File: src/rtl/series_host.sv
// series_host: initiator side of the series-engine start/compute handshake.
// Takes one operand from an upstream valid/ready stream and presents it to
// the engine. It holds eng_start for START_HOLD cycles, waits for eng_done,
// and returns the captured result on a downstream valid/ready stream.
// At most one job is in flight at a time.
// Optional feature macro: SERIES_HOST_TIMEOUT_EN. When it is defined, a WAIT
// phase lasting TIMEOUT cycles aborts the job with out_y=0 and out_err=1.
module series_host #(
  parameter int DATA_W     = 16,
  parameter int START_HOLD = 2,
  parameter int TIMEOUT    = 255
) (
  input  logic              clk,
  input  logic              rst,
  input  logic              in_valid,
  output logic              in_ready,
  input  logic [DATA_W-1:0] in_x,
  output logic              eng_start,
  output logic [DATA_W-1:0] eng_x,
  input  logic              eng_done,
  input  logic [DATA_W-1:0] eng_result,
  output logic              out_valid,
  input  logic              out_ready,
  output logic [DATA_W-1:0] out_y,
  output logic              out_err,
  output logic              busy
);

  typedef enum logic [1:0] {
    S_IDLE  = 2'd0,
    S_START = 2'd1,
    S_WAIT  = 2'd2,
    S_RESP  = 2'd3
  } state_t;

  // Last hold_cnt value of the START phase, and last wait_cnt value before abort.
  localparam logic [3:0]  HOLD_LAST = 4'(START_HOLD - 1);
  localparam logic [15:0] WAIT_LAST = 16'(TIMEOUT - 1);

  state_t            state;
  state_t            state_nxt;
  logic [3:0]        hold_cnt;
  logic [15:0]       wait_cnt;
  logic [DATA_W-1:0] eng_x_r;
  logic [DATA_W-1:0] out_y_r;
  logic              out_err_r;
  logic              accept;
  logic              wait_expire;

  // wait_cnt counts WAIT cycles and sticks at all-ones instead of wrapping.
  function automatic logic [15:0] sat_inc16(input logic [15:0] v);
    if (v == 16'hFFFF) return v;
    return v + 16'd1;
  endfunction

  assign accept = (state == S_IDLE) && in_valid;

`ifdef SERIES_HOST_TIMEOUT_EN
  assign wait_expire = (state == S_WAIT) && (wait_cnt == WAIT_LAST);
`else
  // WAIT only ends on eng_done or reset. The counter is still kept, and this
  // sink swallows the otherwise unread timeout terms.
  logic unused_timeout;
  assign wait_expire    = 1'b0;
  assign unused_timeout = ^{wait_cnt, WAIT_LAST};
`endif

  // State register; reset discards any in-flight job.
  always_ff @(posedge clk or posedge rst) begin
    if (rst) state <= S_IDLE;
    else     state <= state_nxt;
  end

  // Next-state logic plus the handshake outputs, decoded purely from state
  // so that an asynchronous reset drops them at once.
  always_comb begin
    state_nxt = state;
    in_ready  = 1'b0;
    eng_start = 1'b0;
    out_valid = 1'b0;
    busy      = 1'b1;
    unique case (state)
      S_IDLE: begin
        in_ready = 1'b1;
        busy     = 1'b0;
        if (in_valid) state_nxt = S_START;
      end
      S_START: begin
        eng_start = 1'b1;
        if (hold_cnt == HOLD_LAST) state_nxt = S_WAIT;
      end
      S_WAIT: begin
        if (eng_done || wait_expire) state_nxt = S_RESP;
      end
      S_RESP: begin
        out_valid = 1'b1;
        if (out_ready) state_nxt = S_IDLE;
      end
      default: state_nxt = S_IDLE;
    endcase
  end

  // Operand latch, result capture and phase counters.
  always_ff @(posedge clk or posedge rst) begin
    if (rst) begin
      eng_x_r   <= '0;
      out_y_r   <= '0;
      out_err_r <= 1'b0;
      hold_cnt  <= '0;
      wait_cnt  <= '0;
    end else begin
      if (accept) begin
        eng_x_r  <= in_x;
        hold_cnt <= '0;
        wait_cnt <= '0;
      end
      if (state == S_START) hold_cnt <= hold_cnt + 4'd1;
      if (state == S_WAIT) begin
        wait_cnt <= sat_inc16(wait_cnt);
        // A completion in the expiry cycle still delivers the real result.
        if (eng_done) begin
          out_y_r   <= eng_result;
          out_err_r <= 1'b0;
        end else if (wait_expire) begin
          out_y_r   <= '0;
          out_err_r <= 1'b1;
        end
      end
    end
  end

  assign eng_x   = eng_x_r;
  assign out_y   = out_y_r;
  assign out_err = out_err_r;

endmodule

File: config.mk
export PLATFORM = sky130hd
export DESIGN_NAME = series_host
export DESIGN_NICKNAME = d
export VERILOG_FILES = /design/src/rtl/series_host.sv
export SDC_FILE = /design/constraint.sdc
export NUM_CORES = 1
export LEC_CHECK = 0
export BUFFER_PORTS_ARGS = -buffer_cell sky130_fd_sc_hd__buf_2
export CAP_MARGIN = 20
export CORE_MARGIN = 4
export CORE_UTILIZATION = 40
export CTS_CLUSTER_DIAMETER = 120
export CTS_CLUSTER_SIZE = 25
export DETAILED_ROUTE_END_ITERATION = 7
export PLACE_DENSITY = 0.67
export SLEW_MARGIN = 5
export SYNTH_ARGS = -nofsm -noshare
export SYNTH_HDL_FRONTEND = slang
export SYNTH_SLANG_ARGS = --single-unit
File: constraint.sdc
create_clock -name clk -period 2.03 [get_ports clk]
set_input_delay 0.203 -clock clk [delete_from_list [all_inputs] [get_ports clk]]
set_output_delay 0.203 -clock clk [all_outputs]
set_load 0.03 [all_outputs]
**Yosys cells after proc, flatten, opt, wreduce, memory -nomap -nowiden**

Index checks and enable logic that the tools add are counted.

- Word-level logic and storage cells: 29
- Bits in registers: 38
- Output and inout port bits: 37
- Input bits: 37

- Add/subtract/negate cells: 1
- Equality and inequality tests: 8
- Multiplexer cells: 11
- Reductions and logical operators: 5

Operators with widths:

| kind | number |
|---|---|
| two-way mux 2 bit | 4 |
| two-way mux 4 bit | 2 |
| inequality test 2 bit, second input constant | 4 |
| case mux 2 bit (4 select lines) | 1 |
| adder 4 x 1 -> 4 bit, second input constant | 1 |
| equality test 2 bit, second input constant | 2 |
| equality test 4 x 1 -> 1 bit, second input constant | 1 |
| two-way mux 1 bit | 4 |
| AND reduction 4 bit | 1 |
| equality test 2 x 1 -> 1 bit, second input constant | 1 |
| zero test 2 bit | 1 |
| AND reduction 2 bit | 1 |
| nonzero test 2 bit | 1 |
| logical AND 1 bit | 1 |

**Logic depth before layout (Yosys ltp)**

Gate-level depths: netlist (run 1).

- Depth after elaboration: 4
- Depth in mapped cells: 6
- Mapped depth without buffers: 5

**Least setup slack after synthesis (run 1)**

No wires, ideal clock.

- Kind: register to register
- Start: register state[0]
- End: register eng_x_r[10], in the netlist eng_x[10]
- Buffers on the path: 1
- Clock period less this slack: 1.809 ns
- Data required time: 1.902 ns
- Setup time: 0.128 ns
- Cell stages (with the launch flop): 6
- Setup slack: 0.221 ns
- Arrival: 1.681 ns
- Cells stage by stage: dfrtp_1 -> inv_1 -> ha_1 -> nand2_1 -> buf_2 -> mux2_1

- Longest elaborated chain between the ends: 2

RTL lines:

| what | RTL line | source |
|---|---|---|
| start: declaration | 40 | `state_t state;` |
| start signal: assignment | 71 | `else state <= state_nxt;` |
| zero test 2 bit | 56 | `assign accept = (state == S_IDLE) && in_valid;` |
| logical AND 1 bit | 56 |  |
| end signal: assignment | 113 | `eng_x_r <= in_x;` |
| end: declaration | 44 | `logic [DATA_W-1:0] eng_x_r;` |

Every way passes these cells.
A chain may end at the register's enable or synchronous reset.

**Final worst setup path (run 1)**

- Start: register hold_cnt[1]
- End: register state[1]

- Longest elaborated chain between the ends: 3

RTL lines:

| what | RTL line | source |
|---|---|---|
| start: declaration | 42 | `logic [3:0] hold_cnt;` |
| start signal: assignment | 117 | `if (state == S_START) hold_cnt <= hold_cnt + 4'd1;` |
| equality test 4 x 1 -> 1 bit | 90 | `if (hold_cnt == HOLD_LAST) state_nxt = S_WAIT;` |
| inequality test 2 bit (no line) | n/a |  |
| AND reduction 4 bit (no line) | n/a |  |

Every way passes these cells.

==> results of run 1 <==
[synth_stat cells (all sizes together)]
cell | instances | area share (%)
buf | 2 | 0.78
mux2i | 3 | 1.9
a21oi | 2 | 0.62
nor2b | 3 | 1.2
nand2 | 4 | 0.94
or3b | 1 | 0.70
ha | 6 | 4.7
clkbuf | 2 | 0.47
o21ai | 2 | 0.62
conb | 1 | 0.23
and2b | 1 | 0.62
dfrtp | 38 | 59
nand4 | 1 | 0.39
nor2 | 1 | 0.23
mux2 | 34 | 24
inv | 5 | 1.2
a2111oi | 1 | 1.7
nand3 | 1 | 0.31
[routing by layer]
| metal | vias to the layer above | global-route usage, % |
|---|---|---|
| li1 | 523 | - |
| met1 | 552 | 15.8 |
| met2 | 42 | 23.6 |
| met3 | 4 | 5.19 |
| met4 | 0 | 6.89 |
| met5 | - | 0 |
[where the power goes]
part           leakage, nW  internal (W)  total [W]  switching [W]
Combinational        0.582      0.000806    0.00206        0.00125
Clock               0.0482      0.000274   0.000514       0.000241
Sequential           0.454       0.00114    0.00135       0.000211
[area by class of cell]
type                    count  area, um2  share of cell area (%)
flip-flops and latches     38        951                    44.4
multi-input cells          61        613                    28.7
repair buffers             76        405                    18.9
clock buffers               7       86.3                    4.04
well taps                  48       60.1                    2.81
inverters                   5       18.8                   0.877
clock inverters             1       5.00                   0.234
[state kept, by name, indices dropped and copies added (netlist names)]
| register | cells |
|---|---|
| state | 2 |
| eng_x | 16 |
| out_y | 16 |
| hold_cnt | 4 |
[per-stage QoR]
stage	setup slack (ps)	std cells	util [%]	area [um2]
after floorplan	221	108	-	1600
after global placement	206	227	54.0	2040
after detailed placement	139	227	54.0	2040
after CTS	120	236	56.7	2140
after global routing	41.5	236	56.7	2140
final	133	236	56.7	2140
[worst max path at each step]
stage,from,to,depth (start not counted),slack [ps]
6_report,hold_cnt[1],state[1],5,130
5_1_grt,hold_cnt[1],state[1],5,40
4_1_cts,hold_cnt[1],state[1],5,120
3_5_place_dp,hold_cnt[1],state[1],5,140
3_3_place_gp,hold_cnt[1],state[1],5,210
2_1_floorplan,state[0],eng_x[10],5,220
[cells by family (layout without fill, tap and decap cells)]
kind of cell | count (synthesis) | count (layout) | share of synthesized area [%]
compound gates | 5 | 5 | 2.97
fa+ha+maj | 6 | 6 | 4.68
buf+inv | 9 | 89 | 2.42
flops | 38 | 38 | 59.3
mux | 37 | 37 | 26.0
other cells | 1 | 1 | 0.234
simple gates | 12 | 12 | 4.37
[critical path, stage by stage (launching register included)]
cell	delay, ps
dfrtp_1	430
inv_1	80
ha_1	140
or3b_4	390
a2111oi_4	430
mux2_4	330
==> results.md, run 1 <==
* # Post-CTS Setup Buffers at 0
* Clock buffer depth at 2
* Clock tree from TritonCTS: done
* Post-Syn Nets at 151
* Flop-to-flop setup slack at 130 ps
* Sum of negative setup slack at 0 ps
* Hold Crit Class: input pin to register
* Sequential-to-total area share from yosys stat at 59.3%
* Wl on met1 at 1210 um
* WS Path Type: register to register
* Final ANT Viol Nets at 0
* Root Buffer Master: clkbuf_8
* Port buffer count at 72
* H-tree depth at 2
* Max layer used: met4
* Total power draw at 0.00392 W
* Met2 wire length at 1670 um
* Commonest non-fill, non-tap cells in the layout: 72 x buf_2, 38 x dfrtp_1, 31 x mux2_2
* FF-to-FF Start: hold_cnt[1]
* Avg Cell Area, Syn at 14.8 um2
* Antenna violations before repair at 0
* Met3 wire length at 264 um
* Arrival @ worst endpoint at 2070 ps
* Max Cap Viol at 0
* Tcrit/Tclk final at 93.5%
* FP Rows at 22
* Top achievable clock speed at 527 MHz
* Antenna cells at 0
* Die ar. at 5080 um2
* Unrepaired setup endpoints after global routing: false
* Vias per cell at 4.75
* Most common cell after layout, fill and taps aside: buf_2
* Gpl congestion at 0.715
* Die Wd at 71.3 um
* TritonRoute pass-1 iters at 4
* Post-layout min period at 1900 ps
* Pin count of the biggest net entering global routing at 25
* CTS resizes at 0
* Setup violations, final at 0
* Reg2reg path depth at 5
* CP Max Fanout at 5
* TritonCTS Sinks at 38
* Final net count at 230
* Status: complete, no violations
* Max VDD drop at 0.895 mV
* Worst Path Required at 2200 ps
* Mapped cell area at 1600 um2
* Initial DRC Count at 47
* WL/cell at 13.4 um
* Worst Hold Endpoint: eng_x[12]
* Max_slew headroom at 59.7%
* Hpwl dp at 2490 um
* Number of global-route vias before repair at 1,254
* Total CTS buffers at 5
* Drt drc at 0
* Crit start category: register
* Cells after synthesis at 108
* Wirelength, routed at 3170 um
* Fin Clk Skew at 4.41 ps
* Leak pwr at 1.08 nW
* Gr usage total at 14.1%
* First-pass GRT wire length at 5680 um
* Core box area at 3770 um2
* Reg2reg end: state[1]
* Clk slew on worst S/H paths at 70 ps
* Die Span Y at 71.3 um
* Worst slew pin tran at 604 ps
* Hold_sp: in_x[12]
* Worst Setup End Kind: register
* Synth Register Bits at 38
* Clock insertion delay at the later pin of the skew report at 280 ps
* I/O pins at 74
* Ys Warns at 0
* Hold Vio Cnt, Final at 0
* Hold-fix buffers, CTS at 1
* Initial Util at 42.5%
* Netlist cell types at 21
* Area growth syn-to-layout at 33.5%
* Vias at 1,121
* WHS Path Cells at 2
* Hold WS at 138 ps
* Share of post-route cells with drive strength above 1 at 62.2%
* Fin. max-slew vios at 0
* Final global-route overflow total at 0
* Fillers at 335
* Power density over the cells at 1830 nW/um2
Note: power is estimated with default switching activity, not from simulation.
==> run 2, diff against run 1 <==
--- a/config.mk
+++ b/config.mk
@@ -5,14 +5,15 @@
 export SDC_FILE = /design/constraint.sdc
 export NUM_CORES = 1
 export LEC_CHECK = 0
-export BUFFER_PORTS_ARGS = -buffer_cell sky130_fd_sc_hd__buf_2
 export CAP_MARGIN = 20
 export CORE_MARGIN = 4
 export CORE_UTILIZATION = 40
+export CTS_BUF_LIST = sky130_fd_sc_hd__clkbuf_2
 export CTS_CLUSTER_DIAMETER = 120
 export CTS_CLUSTER_SIZE = 25
 export DETAILED_ROUTE_END_ITERATION = 7
-export PLACE_DENSITY = 0.67
+export DONT_BUFFER_PORTS = 1
+export PLACE_DENSITY = 0.51
 export SLEW_MARGIN = 5
 export SYNTH_ARGS = -nofsm -noshare
 export SYNTH_HDL_FRONTEND = slang
==> run 2 against run 1 <==
  * Clock power is 43% lower
  * First-iteration DRC count is 26% lower
  * Sequential share of layout area is 1.9 points higher
  * Non-clock buffer count is 37 lower
  * Combinational power is 49% lower
  * Routed wire length is 4.3% lower
  * Die area stayed put
  * Via count is 14% lower
==> results.md, run 2 (synthesis gave the netlist of run 1 again) <==
* Leak pwr at 0.920 nW
* Wirelength, routed at 3030 um
* Hold Crit Class: input pin to register
* First-pass GRT wire length at 5290 um
* Met2 wire length at 1600 um
* Fillers at 315
* Wl on met1 at 1110 um
* CP Max Fanout at 5
* Final ANT Viol Nets at 0
* Die Span Y at 71.3 um
* Number of global-route vias before repair at 1,125
* Sum of negative setup slack at 0 ps
* Top achievable clock speed at 536 MHz
* Worst Setup End Kind: register
* # Post-CTS Setup Buffers at 0
* Antenna violations before repair at 0
* Area growth syn-to-layout at 28.1%
* Hold Vio Cnt, Final at 0
* Antenna cells at 0
* Final net count at 193
* Max layer used: met4
* Setup violations, final at 0
* Clock buffer depth at 2
* Fin Clk Skew at 6.92 ps
* Clk slew on worst S/H paths at 170 ps
* Max VDD drop at 0.747 mV
* Total CTS buffers at 5
* TritonRoute pass-1 iters at 4
* Finished Core Util at 54.4%
* I/O pins at 74
* Pin count of the biggest net entering global routing at 39
* Met3 wire length at 288 um
* Clock tree from TritonCTS: done
* Unrepaired setup endpoints after global routing: false
* Final global-route overflow total at 0
* Tcrit/Tclk final at 92.0%
* Hold WS at 149 ps
* Initial DRC Count at 35
* Hpwl dp at 2150 um
* Most common cell after layout, fill and taps aside: dfrtp_1
* Share of post-route cells with drive strength above 1 at 32.0%
* Arrival @ worst endpoint at 2130 ps
* Root Buffer Master: clkbuf_2
* Flop-to-flop setup slack at 160 ps
* Commonest non-fill, non-tap cells in the layout: 38 x dfrtp_1, 33 x dlygate4sd3_1, 31 x mux2_2
* Gr usage total at 13.2%
* WL/cell at 15.3 um
* H-tree depth at 2
* Vias per cell at 4.89
* Initial Util at 42.5%
* Fin. max-slew vios at 0
* Die Wd at 71.3 um
* Worst Path Required at 2290 ps
* Power density over the cells at 1670 nW/um2
* Port buffer count at 0
* Drt drc at 0
* Core box area at 3770 um2
* Die ar. at 5080 um2
* Crit start category: register
* WS Path Type: register to register
* Gpl congestion at 0.744
* Vias at 968
* Post-layout min period at 1870 ps
* FP Rows at 22
* Clock insertion delay at the later pin of the skew report at 360 ps
* TritonCTS Sinks at 38
* Max Cap Viol at 0
* Status: complete, no violations
[run 2: stage by stage]
stage / instances / setup WS, ps / cell area [um2] / power, W
after floorplan: 108 / 221 / 1600 / 0.00287
after global placement: 158 / 201 / 1690 / 0.00308
after detailed placement: 158 / 186 / 1690 / 0.00312
after CTS: 198 / 156 / 2050 / 0.00348
after global routing: 198 / 46.5 / 2050 / 0.00367
final: 198 / 163 / 2050 / 0.00342
[run 2: what timing repair did]
action / in CTS / in global routing
resized for setup: 0 / 0
endpoints found under the hold margin: 70 / 0
hold buffers: 33 / 0
[run 2: path summary, 6_finish.rpt]
check,startpoint,end,cells after the start
setup reg to reg,hold_cnt[1],state[1],5
setup / recovery,hold_cnt[1],state[1],5
min in group asynchronous,rst,out_y[7],3
hold reg to reg,hold_cnt[3],hold_cnt[3],1
hold / removal,in_valid,hold_cnt[3],3
max in group asynchronous,rst,hold_cnt[2],3
[run 2: critical path, cell delays in order (launching register included)]
cell,delay (ps)
dfrtp_1,450
inv_1,70
ha_1,120
or3b_4,380
a2111oi_4,420
mux2_4,330
[run 2: area by class of cell]
class / count / area [um2] / area share [%]
inverter: 5 / 18.8 / 0.914
timing repair buffer: 39 / 375 / 18.3
multi-input combinational: 61 / 613 / 29.9
tap: 48 / 60.1 / 2.93
clock inverter: 2 / 10.0 / 0.488
clock buffer: 5 / 25.0 / 1.22
sequential: 38 / 951 / 46.3
[run 2: routing by layer]
metal | GRT usage [%] | vias to the layer above
li1 | - | 448
met1 | 13.7 | 475
met2 | 23.2 | 40
met3 | 5.75 | 5
met4 | 5.01 | 0
met5 | 0 | -
[run 2: power breakdown]
group          internal (W)  switching, W  leakage (nW)
combinational      0.000605      0.000451         0.438
clock             0.0000748      0.000219        0.0286
sequential          0.00113      0.000945         0.454
total               0.00181       0.00161         0.920
==> run 3, diff against run 2 <==
--- a/config.mk
+++ b/config.mk
@@ -14,6 +14,7 @@
 export DETAILED_ROUTE_END_ITERATION = 7
 export DONT_BUFFER_PORTS = 1
 export PLACE_DENSITY = 0.51
+export RECOVER_POWER = 100
 export SLEW_MARGIN = 5
 export SYNTH_ARGS = -nofsm -noshare
 export SYNTH_HDL_FRONTEND = slang
==> run 3 against run 2 <==
  * Clock-buffer cell count unchanged
  * Largest cell class unchanged
  * Worst setup slack got worse by 17 ps
  * Critical endpoint unchanged
  * Non-clock buffer count unchanged
  * Power decreased by 1.2%
==> results.md, run 3 (synthesis gave the netlist of run 1 again) <==
* Reg2reg path depth at 5
* Sum of negative setup slack at 0 ps
* WL/cell at 15.3 um
* Vias at 971
* Combinational share of power at 30.1%
* Post-layout min period at 1880 ps
* Vias per cell at 4.90
* Total CTS buffers at 5
* I/O pins at 74
* Hold Vio Cnt, Final at 0
* Leak pwr at 0.910 nW
* Initial Util at 42.5%
* Status: complete, no violations
* Hold Crit Class: input pin to register
* Clock buffer depth at 2
* Final net count at 193
* Die ar. at 5080 um2
* Core box area at 3770 um2
* Pin count of the biggest net entering global routing at 39
* Worst Path Required at 2290 ps
* Internal power at 0.00177 W
* Antenna violations before repair at 0
* Arrival @ worst endpoint at 2140 ps
* Wirelength, routed at 3020 um
* Initial DRC Count at 30
* P_sw at 0.00161 W
* Die Span Y at 71.3 um
* Most common cell after layout, fill and taps aside: dfrtp_1
* Port buffer count at 0
* Max_slew headroom at 40.2%
* Pre-CTS WS at 186 ps
* Reg2reg end: state[1]
* Commonest non-fill, non-tap cells in the layout: 38 x dfrtp_1, 33 x dlygate4sd3_1, 31 x mux2_2
* Share of post-route cells with drive strength above 1 at 30.7%
* Final global-route overflow total at 0
* Final ANT Viol Nets at 0
* Flop-to-flop setup slack at 150 ps
* TritonCTS Sinks at 38
* Clk slew on worst S/H paths at 170 ps
* FP Rows at 22
* PnR worst setup slack at 146 ps
* First-pass GRT wire length at 5290 um
* TritonRoute pass-1 iters at 4
* Area growth syn-to-layout at 27.2%
* Top achievable clock speed at 531 MHz
* Worst Setup End Kind: register
* Number of global-route vias before repair at 1,125
* Antenna cells at 0
* Fin. max-slew vios at 0
* Proportion of power drawn by the clock network at 8.7%
* Setup violations, final at 0
* Drt drc at 0
* Unrepaired setup endpoints after global routing: false
* Power density over the cells at 1660 nW/um2
* Worst slew pin tran at 897 ps
* Hpwl dp at 2150 um
* Sw Share at 47.7%
* Gr usage total at 13.2%
* Fin Clk Skew at 5.47 ps
* Die Wd at 71.3 um
* Max VDD drop at 0.745 mV
* Sequential share of power at 61.3%
* Post-placement cell count at 158
* Max Cap Viol at 0
* Clock insertion delay at the later pin of the skew report at 350 ps
* Non-filler cells, final at 198
* WS Path Type: register to register
* Total power draw at 0.00338 W
* Hold_sp: in_valid
* CP Max Fanout at 5
* Gpl congestion at 0.744
* FF-to-FF Start: hold_cnt[1]
* Worst Hold Endpoint: hold_cnt[3]
* WHS Path Cells at 3
* Root Buffer Master: clkbuf_2
* Crit start category: register
* CP Launch Point: hold_cnt[1]
* H-tree depth at 2
* Tcrit/Tclk final at 92.8%
* Clock tree from TritonCTS: done
[run 3: how the worst max path moves through the flow]
stage               cells after the start  slack [ps]        end
finish                                  5         150   state[1]
global placement                        5         200   state[1]
detailed placement                      5         190   state[1]
global route                            5          20   state[1]
floorplan                               5         220  eng_x[10]
CTS                                     5         160   state[1]
[run 3: power by group through the flow]
stage / clock network, W / logic [W] / registers, W
floorplan: 0 / 0.000865 / 0.00200
global placement: 0 / 0.000992 / 0.00209
detailed placement: 0 / 0.00103 / 0.00210
CTS: 0.000324 / 0.00108 / 0.00208
global route: 0.000365 / 0.00114 / 0.00212
finish: 0.000293 / 0.00102 / 0.00207
[run 3: critical path: stages, from the launching register on]
cell and delay [ps]:
dfrtp_1 450, inv_1 70, ha_1 120, or3b_4 380, a2111oi_4 400, mux2_1 360
[run 3: final cells by class]
class | instances | area (um2)
Tap cell | 48 | 60.1
Fill cell | 320 | 1730
Clock inverter | 2 | 10.0
Timing Repair Buffer | 39 | 364
Inverter | 5 | 18.8
Clock buffer | 5 | 25.0
Sequential cell | 38 | 951
Multi-Input combinational cell | 61 | 609
[run 3: per-layer routing]
metal	GRT usage [%]	share of wire (%)	up-vias
met4	5.01	1.0	0
met1	13.7	36	479
met2	23.2	53	39
li1	-	-	448
met3	5.75	9.9	5
met5	0	0	-
[run 3: what timing repair did]
| item | 4_1_cts | 5_1_grt |
|---|---|---|
| hold buffers | 33 | 0 |
| buffers inserted | 0 | 0 |
| gates resized for setup | 0 | 0 |
| hold endpoints to repair | 70 | 0 |
[run 3: through the flow]
step	util [%]	hold slack [ps]	instance area, um2
after floorplan	-	335	1600
after global placement	44.8	233	1690
after detailed placement	44.8	240	1690
after CTS	54.4	118	2050
after global routing	54.0	156	2040
final	54.0	149	2040
